### src/rtl/cube_sched.sv
// cube_sched
// Two-requester scheduler that computes x^3 (mod 2^32) on a shared external
// multiplier. Each requester has a one-entry buffer; a round-robin arbiter
// picks the next job, which makes two passes through the multiplier
// (x*x, then sq*x) before the result is presented with a one-cycle done pulse.
//
// Parameters
//   MUL_LAT  cycles the external multiplier needs per product (1..8)
//
// Ports
//   clk            clock, rising edge
//   rst            asynchronous active-high reset
//   req[1:0]       per-requester request pulse
//   op0, op1       operands, sampled when the matching req bit is accepted
//   gnt[1:0]       one-hot pulse: job of this requester starts
//   done[1:0]      one-hot pulse: job of this requester completes
//   result[31:0]   cube of the completed operand, held until the next done
//   busy           scheduler is not idle
//   ovf[1:0]       sticky: a request arrived while that requester was pending
//   mul_a, mul_b   shared multiplier operands (0 when not multiplying)
//   mul_p          low 32 bits of mul_a*mul_b, MUL_LAT cycles after operands
module cube_sched #(
    parameter int MUL_LAT = 1
) (
    input  logic        clk,
    input  logic        rst,
    input  logic [1:0]  req,
    input  logic [31:0] op0,
    input  logic [31:0] op1,
    output logic [1:0]  gnt,
    output logic [1:0]  done,
    output logic [31:0] result,
    output logic        busy,
    output logic [1:0]  ovf,
    output logic [31:0] mul_a,
    output logic [31:0] mul_b,
    input  logic [31:0] mul_p
);

    localparam int CNT_W = 3;
    localparam logic [CNT_W-1:0] LAST_BEAT = CNT_W'(MUL_LAT - 1);

    typedef enum logic [1:0] {
        S_IDLE = 2'd0,
        S_SQ   = 2'd1,
        S_CU   = 2'd2,
        S_DONE = 2'd3
    } state_t;

    state_t           state_q, state_d;
    logic [1:0]       pending_q, pending_d;
    logic [1:0]       ovf_q, ovf_d;
    logic [31:0]      opbuf_q [2];
    logic [31:0]      opbuf_d [2];
    logic [31:0]      op_in   [2];
    logic [31:0]      x_q, x_d;
    logic [31:0]      sq_q, sq_d;
    logic [31:0]      result_q, result_d;
    logic             sel_q, sel_d;
    logic             last_q, last_d;
    logic [CNT_W-1:0] cnt_q, cnt_d;
    logic             pick;
    logic             beat_end;

    assign op_in[0] = op0;
    assign op_in[1] = op1;

    // The product is sampled on the final cycle of each multiplier pass.
    assign beat_end = (cnt_q == LAST_BEAT);

    // Round-robin: a lone pending requester wins; on a tie the requester
    // that was not granted last goes first.
    always_comb begin
        pick = pending_q[1];
        if (pending_q == 2'b11) begin
            pick = ~last_q;
        end
    end

    // Per-requester request buffer. A request in the DONE cycle of the same
    // requester is taken as a new job (set beats clear) and is not an overflow.
    generate
        for (genvar gi = 0; gi < 2; gi++) begin : g_req
            logic clear_i;
            logic accept_i;

            assign clear_i        = (state_q == S_DONE) && (sel_q == 1'(gi));
            assign accept_i       = req[gi] && (!pending_q[gi] || clear_i);
            assign pending_d[gi]  = accept_i || (pending_q[gi] && !clear_i);
            assign ovf_d[gi]      = ovf_q[gi] || (req[gi] && !accept_i);
            assign opbuf_d[gi]    = accept_i ? op_in[gi] : opbuf_q[gi];

            always_ff @(posedge clk or posedge rst) begin
                if (rst) begin
                    opbuf_q[gi] <= '0;
                end else begin
                    opbuf_q[gi] <= opbuf_d[gi];
                end
            end
        end
    endgenerate

    // Next-state and output logic.
    always_comb begin
        state_d  = state_q;
        x_d      = x_q;
        sq_d     = sq_q;
        result_d = result_q;
        sel_d    = sel_q;
        last_d   = last_q;
        cnt_d    = cnt_q;
        gnt      = 2'b00;
        done     = 2'b00;
        mul_a    = '0;
        mul_b    = '0;

        case (state_q)
            S_IDLE: begin
                if (pending_q != 2'b00) begin
                    sel_d     = pick;
                    last_d    = pick;
                    x_d       = opbuf_q[pick];
                    gnt[pick] = 1'b1;
                    cnt_d     = '0;
                    state_d   = S_SQ;
                end
            end
            S_SQ: begin
                mul_a = x_q;
                mul_b = x_q;
                if (beat_end) begin
                    sq_d    = mul_p;
                    cnt_d   = '0;
                    state_d = S_CU;
                end else begin
                    cnt_d = cnt_q + 1'b1;
                end
            end
            S_CU: begin
                mul_a = sq_q;
                mul_b = x_q;
                if (beat_end) begin
                    result_d = mul_p;
                    cnt_d    = '0;
                    state_d  = S_DONE;
                end else begin
                    cnt_d = cnt_q + 1'b1;
                end
            end
            S_DONE: begin
                done[sel_q] = 1'b1;
                state_d     = S_IDLE;
            end
            default: begin
                state_d = S_IDLE;
            end
        endcase
    end

    always_ff @(posedge clk or posedge rst) begin
        if (rst) begin
            state_q   <= S_IDLE;
            pending_q <= 2'b00;
            ovf_q     <= 2'b00;
            x_q       <= '0;
            sq_q      <= '0;
            result_q  <= '0;
            sel_q     <= 1'b0;
            last_q    <= 1'b1;
            cnt_q     <= '0;
        end else begin
            state_q   <= state_d;
            pending_q <= pending_d;
            ovf_q     <= ovf_d;
            x_q       <= x_d;
            sq_q      <= sq_d;
            result_q  <= result_d;
            sel_q     <= sel_d;
            last_q    <= last_d;
            cnt_q     <= cnt_d;
        end
    end

    assign result = result_q;
    assign busy   = (state_q != S_IDLE);
    assign ovf    = ovf_q;

endmodule

### config.mk
export PLATFORM = sky130hd
export DESIGN_NAME = cube_sched
export DESIGN_NICKNAME = d
export VERILOG_FILES = /design/src/rtl/cube_sched.sv
export SDC_FILE = /design/constraint.sdc
export NUM_CORES = 1
export LEC_CHECK = 0
export ABC_AREA = 0
export CORE_UTILIZATION = 40
export DETAILED_ROUTE_END_ITERATION = 8
export GPL_TIMING_DRIVEN = 1
export HOLD_SLACK_MARGIN = 0.12
export PLACE_DENSITY = 0.71
export SKIP_LAST_GASP = 1
export SLEW_MARGIN = 0
export SYNTH_ARGS = -nofsm -noshare
export SYNTH_HDL_FRONTEND = slang
export SYNTH_SLANG_ARGS = --single-unit
### constraint.sdc
create_clock -name clk -period 5.3 [get_ports clk]
set_clock_uncertainty 0.05 [all_clocks]
set_input_delay 0.53 -clock clk [delete_from_list [all_inputs] [get_ports clk]]
set_output_delay 0.53 -clock clk [all_outputs]
set_load 0.05 [all_outputs]
-- After elaboration in Yosys (flattened, before gate mapping)
Index checks and enable logic that the tools add are counted.
- mux-type cells: 20
- eq/ne operators: 7
- bitwise operators: 3
- add/sub/neg operators: 1
- $lt $le $gt $ge: 5
- reduce and logical (&&, ||, !) cells: 33
- operators by type and width (operator ; count):
    32-bit two-way mux ; 4
    32-bit case mux with 2 select lines ; 1
    2-bit two-way mux ; 6
    1-bit logical AND ; 10
    2-bit case mux with 4 select lines ; 1
    2-bit AND reduction ; 4
    2-bit equality test (second input constant) ; 3
    1-bit logical NOT ; 6
    1-bit logical OR ; 6
    3-bit two-way mux ; 2
    2-bit != test (second input constant) ; 3
    3-bit case mux with 2 select lines ; 1
    2-bit nonzero test ; 3
    1-bit by 2-bit < comparator with 1-bit output (second input constant) ; 2
    3-bit by 1-bit adder with 3-bit output (second input constant) ; 1
    3-bit logical NOT ; 1
    1-bit two-way mux ; 3
    3-bit AND reduction ; 1
    1-bit demux with 1-bit select ; 2
    2-bit by 1-bit equality test with 1-bit output (second input constant) ; 1
    1-bit >= comparator (second input constant) ; 2
    2-bit >= comparator (second input constant) ; 1
    2-bit logical NOT ; 1
    1-bit NOT ; 2
    2 further kinds ; 2
- output and inout port bits: 103
- bits in registers: 171

-- Logic depth before layout (Yosys ltp)
Gate-level depths: netlist of the first run.
- depth after elaboration: 8
- depth in mapped cells: 6
- mapped depth without buffers: 5

-- Worst setup path after synthesis of the first run
OpenSTA, ideal clock, no wires.
- path type: flip-flop to output port
- from: register state_q[1]
- to: output port mul_a[0]
- data arrival time: 1.774 ns
- buffers on the path: 2
- path slack: 2.946 ns
- cell stages (with the launch flop): 7
- cells stage by stage: dfrtp_1 -> inv_1 -> ha_1 -> and2_1 -> clkbuf_1 -> buf_1 -> a22o_1
- cells in the longest elaborated chain, start to end: 2
- RTL lines (what ; RTL line ; RTL):
    start, declared ; 50 ; state_t state_q, state_d;
    start signal, assigned ; 172 ; state_q <= state_d;
    2-bit equality test / 2-bit by 1-bit equality test with 1-bit output (equally long branches) ; 117 ; case (state_q)
    32-bit case mux with 2 select lines (*) ; 117 ;
    end, declared ; 35 ; output logic [31:0] mul_a,
Every way passes the cells marked *; elsewhere a longest branch is shown, timed or not.

-- Worst setup path in the final report of the first run
- from: register state_q[0]
- to: output port mul_a[1]
The elaborated chain is that of the path after synthesis.

==> impl_results.md, run 1 <==
- GRT Util Overall: 21.9%
- Post-synthesis cell type count: 32
- Synth-to-Final Area Change: 38.2%
- Placed cells: 983
- Async set or reset register ratio after synthesis: 100%
- Drc violations: 0
- Final Slew Violations: 0
- Worst slew pin tran: approximately 1.1 ns
- CP endpoint kind: output pin
- Most common cell in the synthesized netlist: dfrtp_1
- CTS max path bufs: 2
- Tmin final: between 4 and 5 ns
- Crit-path cells: inv_1 -> ha_1 -> buf_4 -> and2_1 -> buf_4 -> a22o_1 -> clkdlybuf4s50_1
- Routed vias/inst: 5.29
- Post-synth EDFFs: 0
- Gr ovfl total: 0
- Largest net degree at the start of global routing: 84
- Num CTS Buffers: 17
- Most used cell, CP: buf_4
- Routability cong.: just over 0.8
- Critical path arrival: between 3 and 4 ns
- CP required: 4.72 ns
- Drt total wl: 20,000 µm
- CP Class: reg -> out
- Clk sinks: 171
- Period utilisation layout: roughly three quarters
- Clk slew on worst S/H paths: 0.07 ns
- Main synth FF type: dfrtp_1
- Setup TNS: 0 ns
- CTS tree: yes
- Post-CTS setup buffer count: 0
- Core Region: 0.0180 mm²
- Startpoint types: flop
- DR iter-0 viols: 225
- Via count: 5,377
- Nets: 881
- Die height: approximately 140 µm
- Final setup viols: 0
- Post-Synthesis Cells: 584
- RSZ-0062 raised after global routing: no
- Hold_buf cts: 0
- Synth top cells by count: dfrtp_1 (170), mux2_2 (128), a21oi_1 (65)
- CTS root buffer: clkbuf_16
- Syn Nets: 692
- DR pass1 iterations: 4
- Initial Utilization: 40.9%
- Sequential area share after synthesis: 58.1%
- Worst skew pair latency: 0.43 ns
- Post-synthesis instance area: between 0.007 and 0.008 mm²
- Boundary Pins: about 200
- Die ar.: 0.0190 mm²
- Slowest Stage Delay on Critical Path: roughly 0.8 ns
- Post-CTS sizing: 0
- CTS H-tree lvls: 4
- Fraction of layout cells with a size suffix above 1: a little under a quarter
- Top cell type by total area after synthesis: dfrtp_1
- Worst slew margin: around 30%
- Antenna violations before repair: 1
- Hold Crit Class: reg -> reg
- Fin cells: 1,016
- Synth Register Bits: 171
- Achievable Freq: 0.248 GHz
- Post-synth top area share: 57.7%
- Wire length per cell: between 15 and 20 µm
- Synth top area cells: dfrtp_1 (58%), mux2_2 (20%), a21oi_1 (4.4%)
- Port Buffers: 202
- Antenna-violating nets left: 0
- Hold WS: 0.414 ns
- First-pass GRT wire length: approximately 31,000 µm
- Crit-path slowest cell: clkdlybuf4s50_1
- Row count: just under 50
- Max-Cap Viols: 0
- Yosys Warn Count: 0
- Vias in the first global route: 5,692
- Status: finished, final reports clean
- CP Max Fanout: 40
- Final Hold Fails: 0
- Die Wd: ~140 µm
- DPL Wire Length: 13,500 µm
- Syn Area/Cell: 12.6 µm²
[cells in the final DEF, fill, tap and decap left out, types with 2 or more instances in the layout]
master	count
buf_4	7
a21o_1	3
a21oi_1	65
mux2_2	128
nand2_1	32
nand2b_1	2
ha_1	8
dfrtp_1	170
inv_1	7
inv_6	5
a21boi_4	2
nor2b_1	2
a32o_1	2
bufinv_16	3
clkinvlp_4	6
nor2_1	37
nand2_2	2
o21ai_0	2
and2_1	35
a22o_1	33
clkdlybuf4s50_1	202
clkbuf_16	17
[per-stage QoR]
step	setup slack, ns	cell area (µm²)	utilization (%)
floorplan	0.0899	7370	-
global placement	1.80	9560	53.1
detailed placement	1.70	9560	53.1
CTS	1.23	10200	56.5
global route	1.09	10200	56.5
finish	1.27	10200	56.5
[kinds of logic after synthesis]
kind of cell	Yosys count	synth area share (%)
AO/OA/AOI/OAI	115	10.2
adder cells (fa/ha/maj)	8	1.36
buffers and inverters	47	3.23
flip-flops	171	58.1
multiplexers	129	19.8
AND/OR/NAND/NOR	114	7.35
[sequential cells by signal (all words and copies together), names as in the netlist]
name and flops:
pending_q 2, ovf 2, opbuf_q 64, sq_q 32, last_q 1, sel_q 1, cnt_q 3, state_q 2
result 32, x_q 32
[worst paths after layout]
path / startpoint / cells after the start / slack (ns) / to
min in group asynchronous: rst / 2 / 0.59 / sq_q[3]$_DFFE_PP0P_
worst max register to register: cnt_q[0]$_DFFE_PP0P_ / 5 / 2.90 / sq_q[16]$_DFFE_PP0P_
worst min-delay path: ovf[1]$_DFF_PP0_ / 1 / 0.41 / ovf[1]$_DFF_PP0_
worst min register to register: ovf[1]$_DFF_PP0_ / 1 / 0.41 / ovf[1]$_DFF_PP0_
worst max-delay path: state_q[0]$_DFFE_PP0P_ / 7 / 1.27 / mul_a[1]
max in group asynchronous: rst / 3 / 3.53 / cnt_q[1]$_DFFE_PP0P_
[worst max-delay path, delay by kind of cell, from the launching register on]
family          cells  cell delay, ns
compound gates      1            0.21
fa+ha+maj           1            0.29
flops               1            0.38
buf+inv             4            1.70
simple gates        1            0.42
[routing by layer]
layer,vias up,wire (µm),share of wire [%],global-route usage (%)
li1,2423,-,-,-
met1,2729,8500,42,27.0
met2,194,9480,47,35.9
met3,31,1530,7.6,6.77
met4,0,497,2.5,8.57
met5,-,0,0,0
[area by class of cell]
cell class / count / area, µm²
antenna: 1 / 2.50
clock buffer: 18 / 439
fill: 1517 / 7840
tap: 229 / 287
multi-input combinational: 366 / 2890
timing repair buffer: 209 / 2070
sequential: 171 / 4280
clock inverter: 14 / 181
inverter: 8 / 35.0
Power of run 1 is left out: the tool's default activity adds up to more than one toggle a clock period on the data nets, which glitch-free logic cannot reach.
==> run 2: changes to the inputs <==
--- a/config.mk
+++ b/config.mk
@@ -10,7 +10,7 @@
 export DETAILED_ROUTE_END_ITERATION = 8
 export GPL_TIMING_DRIVEN = 1
 export HOLD_SLACK_MARGIN = 0.12
-export PLACE_DENSITY = 0.71
+export PLACE_DENSITY = 0.68
 export SKIP_LAST_GASP = 1
 export SLEW_MARGIN = 0
 export SYNTH_ARGS = -nofsm -noshare
==> constraint.sdc (replaced) <==
create_clock -name clk -period 4.08 [get_ports clk]
set_clock_uncertainty 0.05 [all_clocks]
set_input_delay 0.408 -clock clk [delete_from_list [all_inputs] [get_ports clk]]
set_output_delay 0.408 -clock clk [all_outputs]
set_load 0.05 [all_outputs]
==> impl_results.md, run 2 (synthesis results as in run 1) <==
- Status: finished, final reports clean
- CTS H-tree lvls: 4 (unchanged)
- Worst skew pair latency: 0.43 ns (about the same)
- Synth-to-Final Area Change: 42.7%
- Worst slew pin tran: 1.07 ns (+0.0151 ns)
- Antenna violations before repair: 1 (unchanged)
- CTS tree: yes
- Num CTS Buffers: 17 (unchanged)
- Setup TNS: 0 ns (unchanged)
- Die height: 138 µm (unchanged)
- CTS max path bufs: 2 (unchanged)
- Nets: 881 (unchanged)
- GRT Util Overall: 21.9% (-0.042 points)
- RSZ-0062 raised after global routing: no
- Final Slew Violations: 0 (unchanged)
- Die ar.: 0.0190 mm² (unchanged)
- CP Max Fanout: 31 (-23%)
- CTS root buffer: clkbuf_16
- Gr ovfl total: 0 (unchanged)
- Worst slew margin: 28.3% (-1.1 points)
- Commonest non-fill, non-tap cell in the layout: clkdlybuf4s50_1
- Drt total wl: 19,900 µm (-0.44%)
- Clk slew on worst S/H paths: 0.07 ns (about the same)
- Most frequent cells in the layout: clkdlybuf4s50_1 (171), dfrtp_1 (170), mux2_2 (128), a21oi_1 (65), nor2_1 (37)
- Antenna-violating nets left: 0 (unchanged)
- Global routing usage on met2: 37.6% (+1.7 points)
- Achievable Freq: approximately 0.28 GHz
- Hold_buf cts: 0 (unchanged)
- Vias in the first global route: 5,707 (+0.26%)
- Register bank with the most flops: opbuf_q
- DPL Wire Length: 13,300 µm (-1.1%)
- Slowest Stage Delay on Critical Path: 0.70 ns (-0.10 ns)
- Clk sinks: 171 (unchanged)
- DR pass1 iterations: 4 (unchanged)
- Post-CTS setup buffer count: 0 (unchanged)
- Hold Crit Class: in -> async
- Largest net degree at the start of global routing: 69 (-18%)
- Initial Utilization: 40.9% (unchanged)
- M1 GR Usage: 26.2% (-0.84 points)
- Final Hold Fails: 0 (unchanged)
- First-pass GRT wire length: 30,800 µm (+0.36%)
- Wire length per cell: 19.6 µm (-0.44%)
- Final setup viols: 0 (unchanged)
- Die Wd: 138 µm (unchanged)
- Critical path arrival: 3.15 ns (-0.30 ns)
- Layout filler cell count: 1,495 (-1.5%)
- Drc violations: 0 (unchanged)
- Crit-path cells: inv_1 -> ha_1 -> buf_4 -> and2_2 -> a22o_1 -> buf_12
- Period utilisation layout: 88.3%
- Routed vias/inst: 5.24 (-1.0%)
- Crit-path slowest cell: and2_2
- Tmin final: roughly 3.6 ns
- Max-Cap Viols: 0 (unchanged)
- CP Class: reg -> out
- Port Buffers: 202 (unchanged)
- Boundary Pins: 203 (unchanged)
- M3 GR Usage: 6.48% (-0.29 points)
- Routability cong.: 0.764 (-5.6%)
- CP required: 3.62 ns (-1.10 ns)
- Fraction of layout cells with a size suffix above 1: 27.4% (+4.3 points)
- Max reg flops: 64 (unchanged)
- Grt peak-use layer: met2
- DR iter-0 viols: 257 (+14%)
- Post-CTS sizing: 0 (unchanged)
- Core Region: 0.0180 mm² (unchanged)
- CP endpoint kind: output pin
- Row count: 49 (unchanged)
- Via count: 5,323 (-1.0%)
- Startpoint types: flop
==> run 2: worst paths after layout <==
kind                                        start                       to  slack [ns]  cells past startpoint
setup / recovery           state_q[1]$_DFFE_PP0P_                 mul_a[5]        0.48                      6
hold / removal                                rst  opbuf_q[39]$_DFFE_PP0P_        0.38                      3
setup reg to reg           state_q[1]$_DFFE_PP0P_  opbuf_q[49]$_DFFE_PP0P_        1.73                      5
hold reg to reg                  ovf[1]$_DFF_PP0_         ovf[1]$_DFF_PP0_        0.42                      1
max in group asynchronous                     rst      x_q[18]$_DFFE_PP0P_        2.96                      3
min in group clk                 ovf[1]$_DFF_PP0_         ovf[1]$_DFF_PP0_        0.42                      1
==> run 2: metal layers <==
layer / share of wire [%] / vias up
li1: - / 2417
met1: 41 / 2727
met2: 51 / 157
met3: 6.6 / 22
met4: 1.3 / 0
met5: 0 / -
==> run 2: cell type report <==
type                    count  area (µm²)  area share (%)
clock inverters            15         205            1.95
flip-flops and latches    171        4280            40.7
inverters                   8        33.8           0.321
clock buffers              17         425            4.04
well taps                 229         287            2.72
repair buffers            209        2400            22.8
multi-input cells         366        2890            27.5
diodes                      1        2.50          0.0238
==> run 2: metrics by stage <==
| step | instances | cell area [µm²] | hold WS, ns | util [%] | setup slack, ns |
|---|---|---|---|---|---|
| detailed placement | 983 | 9890 | 0.401 | 54.9 | 0.929 |
| finish | 1016 | 10500 | 0.382 | 58.4 | 0.476 |
| global placement | 983 | 9890 | 0.403 | 54.9 | 1.04 |
| global route | 1015 | 10500 | 0.436 | 58.4 | 0.274 |
| CTS | 1015 | 10500 | 0.408 | 58.4 | 0.448 |
| floorplan | 584 | 7370 | 0.430 | - | 1.44 |
==> run 2: worst max-delay path, delay by kind of cell (launching register included) <==
kind            cells  cell delay [ns]
compound gates      1             0.32
simple gates        1             0.70
flops               1             0.41
fa+ha+maj           1             0.64
buf+inv             3             0.61
Power of run 2 is left out for the same reason.
==> run 3: changes to the inputs <==
--- a/config.mk
+++ b/config.mk
@@ -6,9 +6,9 @@
 export NUM_CORES = 1
 export LEC_CHECK = 0
 export ABC_AREA = 0
+export CAP_MARGIN = 25
 export CORE_UTILIZATION = 40
 export DETAILED_ROUTE_END_ITERATION = 8
-export GPL_TIMING_DRIVEN = 1
 export HOLD_SLACK_MARGIN = 0.12
 export PLACE_DENSITY = 0.68
 export SKIP_LAST_GASP = 1
==> impl_results.md, run 3 (synthesis results as in run 1) <==
- Crit-path cells: inv_1 -> ha_1 -> buf_4 -> and2_2 -> a22o_1 -> buf_12
- Fraction of layout cells with a size suffix above 1: 27.4% (+0.092 points)
- Worst slew margin: 31.6% (+3.3 points)
- Final setup viols: 0 (unchanged)
- Routability cong.: 0.764 (unchanged)
- Layout filler cell count: 1,493 (-0.13%)
- Max reg flops: 64 (unchanged)
- Drt total wl: 19,900 µm (about the same)
- Vias in the first global route: 5,707 (unchanged)
- First-pass GRT wire length: 30,800 µm (unchanged)
- Initial Utilization: 40.9% (unchanged)
- CTS H-tree lvls: 4 (unchanged)
- Period utilisation layout: 88.0% (-0.33 points)
- Worst path bufs/invs: 3 (unchanged)
- CTS root buffer: clkbuf_16
- RSZ-0062 raised after global routing: no
- M1 GR Usage: 26.2% (unchanged)
- Core Region: 0.0180 mm² (unchanged)
- Startpoint types: flop
- Hold WS: 0.378 ns (-0.00351 ns)
- Cell family with most CP delay: simple AND/OR/NAND/NOR gates
- Final Hold Fails: 0 (unchanged)
- Worst skew pair latency: 0.43 ns (about the same)
- Wire length per cell: 19.6 µm (about the same)
- Tmin final: 3.59 ns (-0.0135 ns)
- Die height: 138 µm (unchanged)
- Slowest Stage Delay on Critical Path: 0.70 ns (about the same)
- CTS tree: yes
- Nets: 882 (+0.11%)
- DR iter-0 viols: 244 (-5.1%)
- Commonest non-fill, non-tap cell in the layout: clkdlybuf4s50_1
- Final Slew Violations: 0 (unchanged)
- Port Buffers: 202 (unchanged)
- Setup TNS: 0 ns (unchanged)
- Achievable Freq: 0.278 GHz (+0.37%)
- DR pass1 iterations: 4 (unchanged)
- CTS max path bufs: 2 (unchanged)
- Antenna-violating nets left: 0 (unchanged)
- Clk slew on worst S/H paths: 0.07 ns (about the same)
- Post-CTS sizing: 0 (unchanged)
- Largest net degree at the start of global routing: 69 (unchanged)
- CP Class: reg -> out
- Clk sinks: 171 (unchanged)
- Row count: 49 (unchanged)
- Most frequent cells in the layout: clkdlybuf4s50_1 (171), dfrtp_1 (170), mux2_2 (128), a21oi_1 (65), nor2_1 (37)
- Antenna violations before repair: 1 (unchanged)
- Post-CTS setup buffer count: 0 (unchanged)
- Gr ovfl total: 0 (unchanged)
- Grt peak-use layer: met2
- Routed vias/inst: 5.24 (about the same)
- Boundary Pins: 203 (unchanged)
- DPL Wire Length: 13,300 µm (unchanged)
- Setup slack after layout: 0.489 ns (+0.0135 ns)
- Status: finished, final reports clean
- Final core utilization: 58.5% (+0.15 points)
- M3 GR Usage: 6.48% (unchanged)
- Die ar.: 0.0190 mm² (unchanged)
- Post-Place Worst Slack: 0.929 ns (unchanged)
- Synth-to-Final Area Change: 43.1%
- Die Wd: 138 µm (unchanged)
- Global routing usage on met2: 37.6% (unchanged)
- Hold Crit Class: in -> async
- Num CTS Buffers: 17 (unchanged)
- Critical path arrival: 3.13 ns (-0.02 ns)
- Register bank with the most flops: opbuf_q
- CP Max Fanout: 31 (unchanged)
- CP required: 3.62 ns (about the same)
- Via count: 5,331 (+0.15%)
- Hold_buf cts: 0 (unchanged)
- Drc violations: 0 (unchanged)
- GRT Util Overall: 21.9% (unchanged)
- Worst slew pin tran: 1.03 ns (-0.0457 ns)
- Max-Cap Viols: 0 (unchanged)
- Crit-path slowest cell: and2_2
- CP endpoint kind: output pin
==> run 3: changes by cell type in the layout (fill, tap and decap cells not counted) <==
cell / change
buf_16: +1
==> run 3: final timing paths <==
| check | start | end | slack, ns | depth (start not counted) |
|---|---|---|---|---|
| hold reg to reg | ovf[1]$_DFF_PP0_ | ovf[1]$_DFF_PP0_ | 0.42 | 1 |
| max in group asynchronous | rst | opbuf_q[63]$_DFFE_PP0P_ | 2.96 | 3 |
| hold / removal | rst | opbuf_q[39]$_DFFE_PP0P_ | 0.38 | 3 |
| min in group clk | ovf[1]$_DFF_PP0_ | ovf[1]$_DFF_PP0_ | 0.42 | 1 |
| setup / recovery | state_q[1]$_DFFE_PP0P_ | mul_a[5] | 0.49 | 6 |
| setup reg to reg | state_q[1]$_DFFE_PP0P_ | opbuf_q[54]$_DFFE_PP0P_ | 1.75 | 5 |
==> run 3: worst min-delay path, stage by stage <==
cell and delay (ns):
clkdlybuf4s50_1 0.44, clkinvlp_4 0.12, buf_12 0.31
==> run 3: per-layer routing <==
metal | wire (µm) | part of all wire (%)
met1 | 8090 | 41
met2 | 10200 | 51
met3 | 1370 | 6.9
met4 | 289 | 1.4
met5 | 0 | 0
==> run 3: cell type report <==
class / count / area (µm²) / share of cell area, %
Clock inverter: 15 / 205 / 1.95
Inverter: 8 / 33.8 / 0.320
Clock buffer: 17 / 425 / 4.03
Sequential cell: 171 / 4280 / 40.6
Tap cell: 229 / 287 / 2.72
Antenna cell: 1 / 2.50 / 0.0237
Multi-Input combinational cell: 366 / 2890 / 27.4
Timing Repair Buffer: 210 / 2420 / 23.0
==> run 3: metrics by stage <==
stage          cells  area (µm²)
6_report        1017       10500
5_1_grt         1016       10500
4_1_cts         1015       10500
3_5_place_dp     983        9890
3_3_place_gp     983        9890
2_1_floorplan    584        7370
Power of run 3 is left out for the same reason.
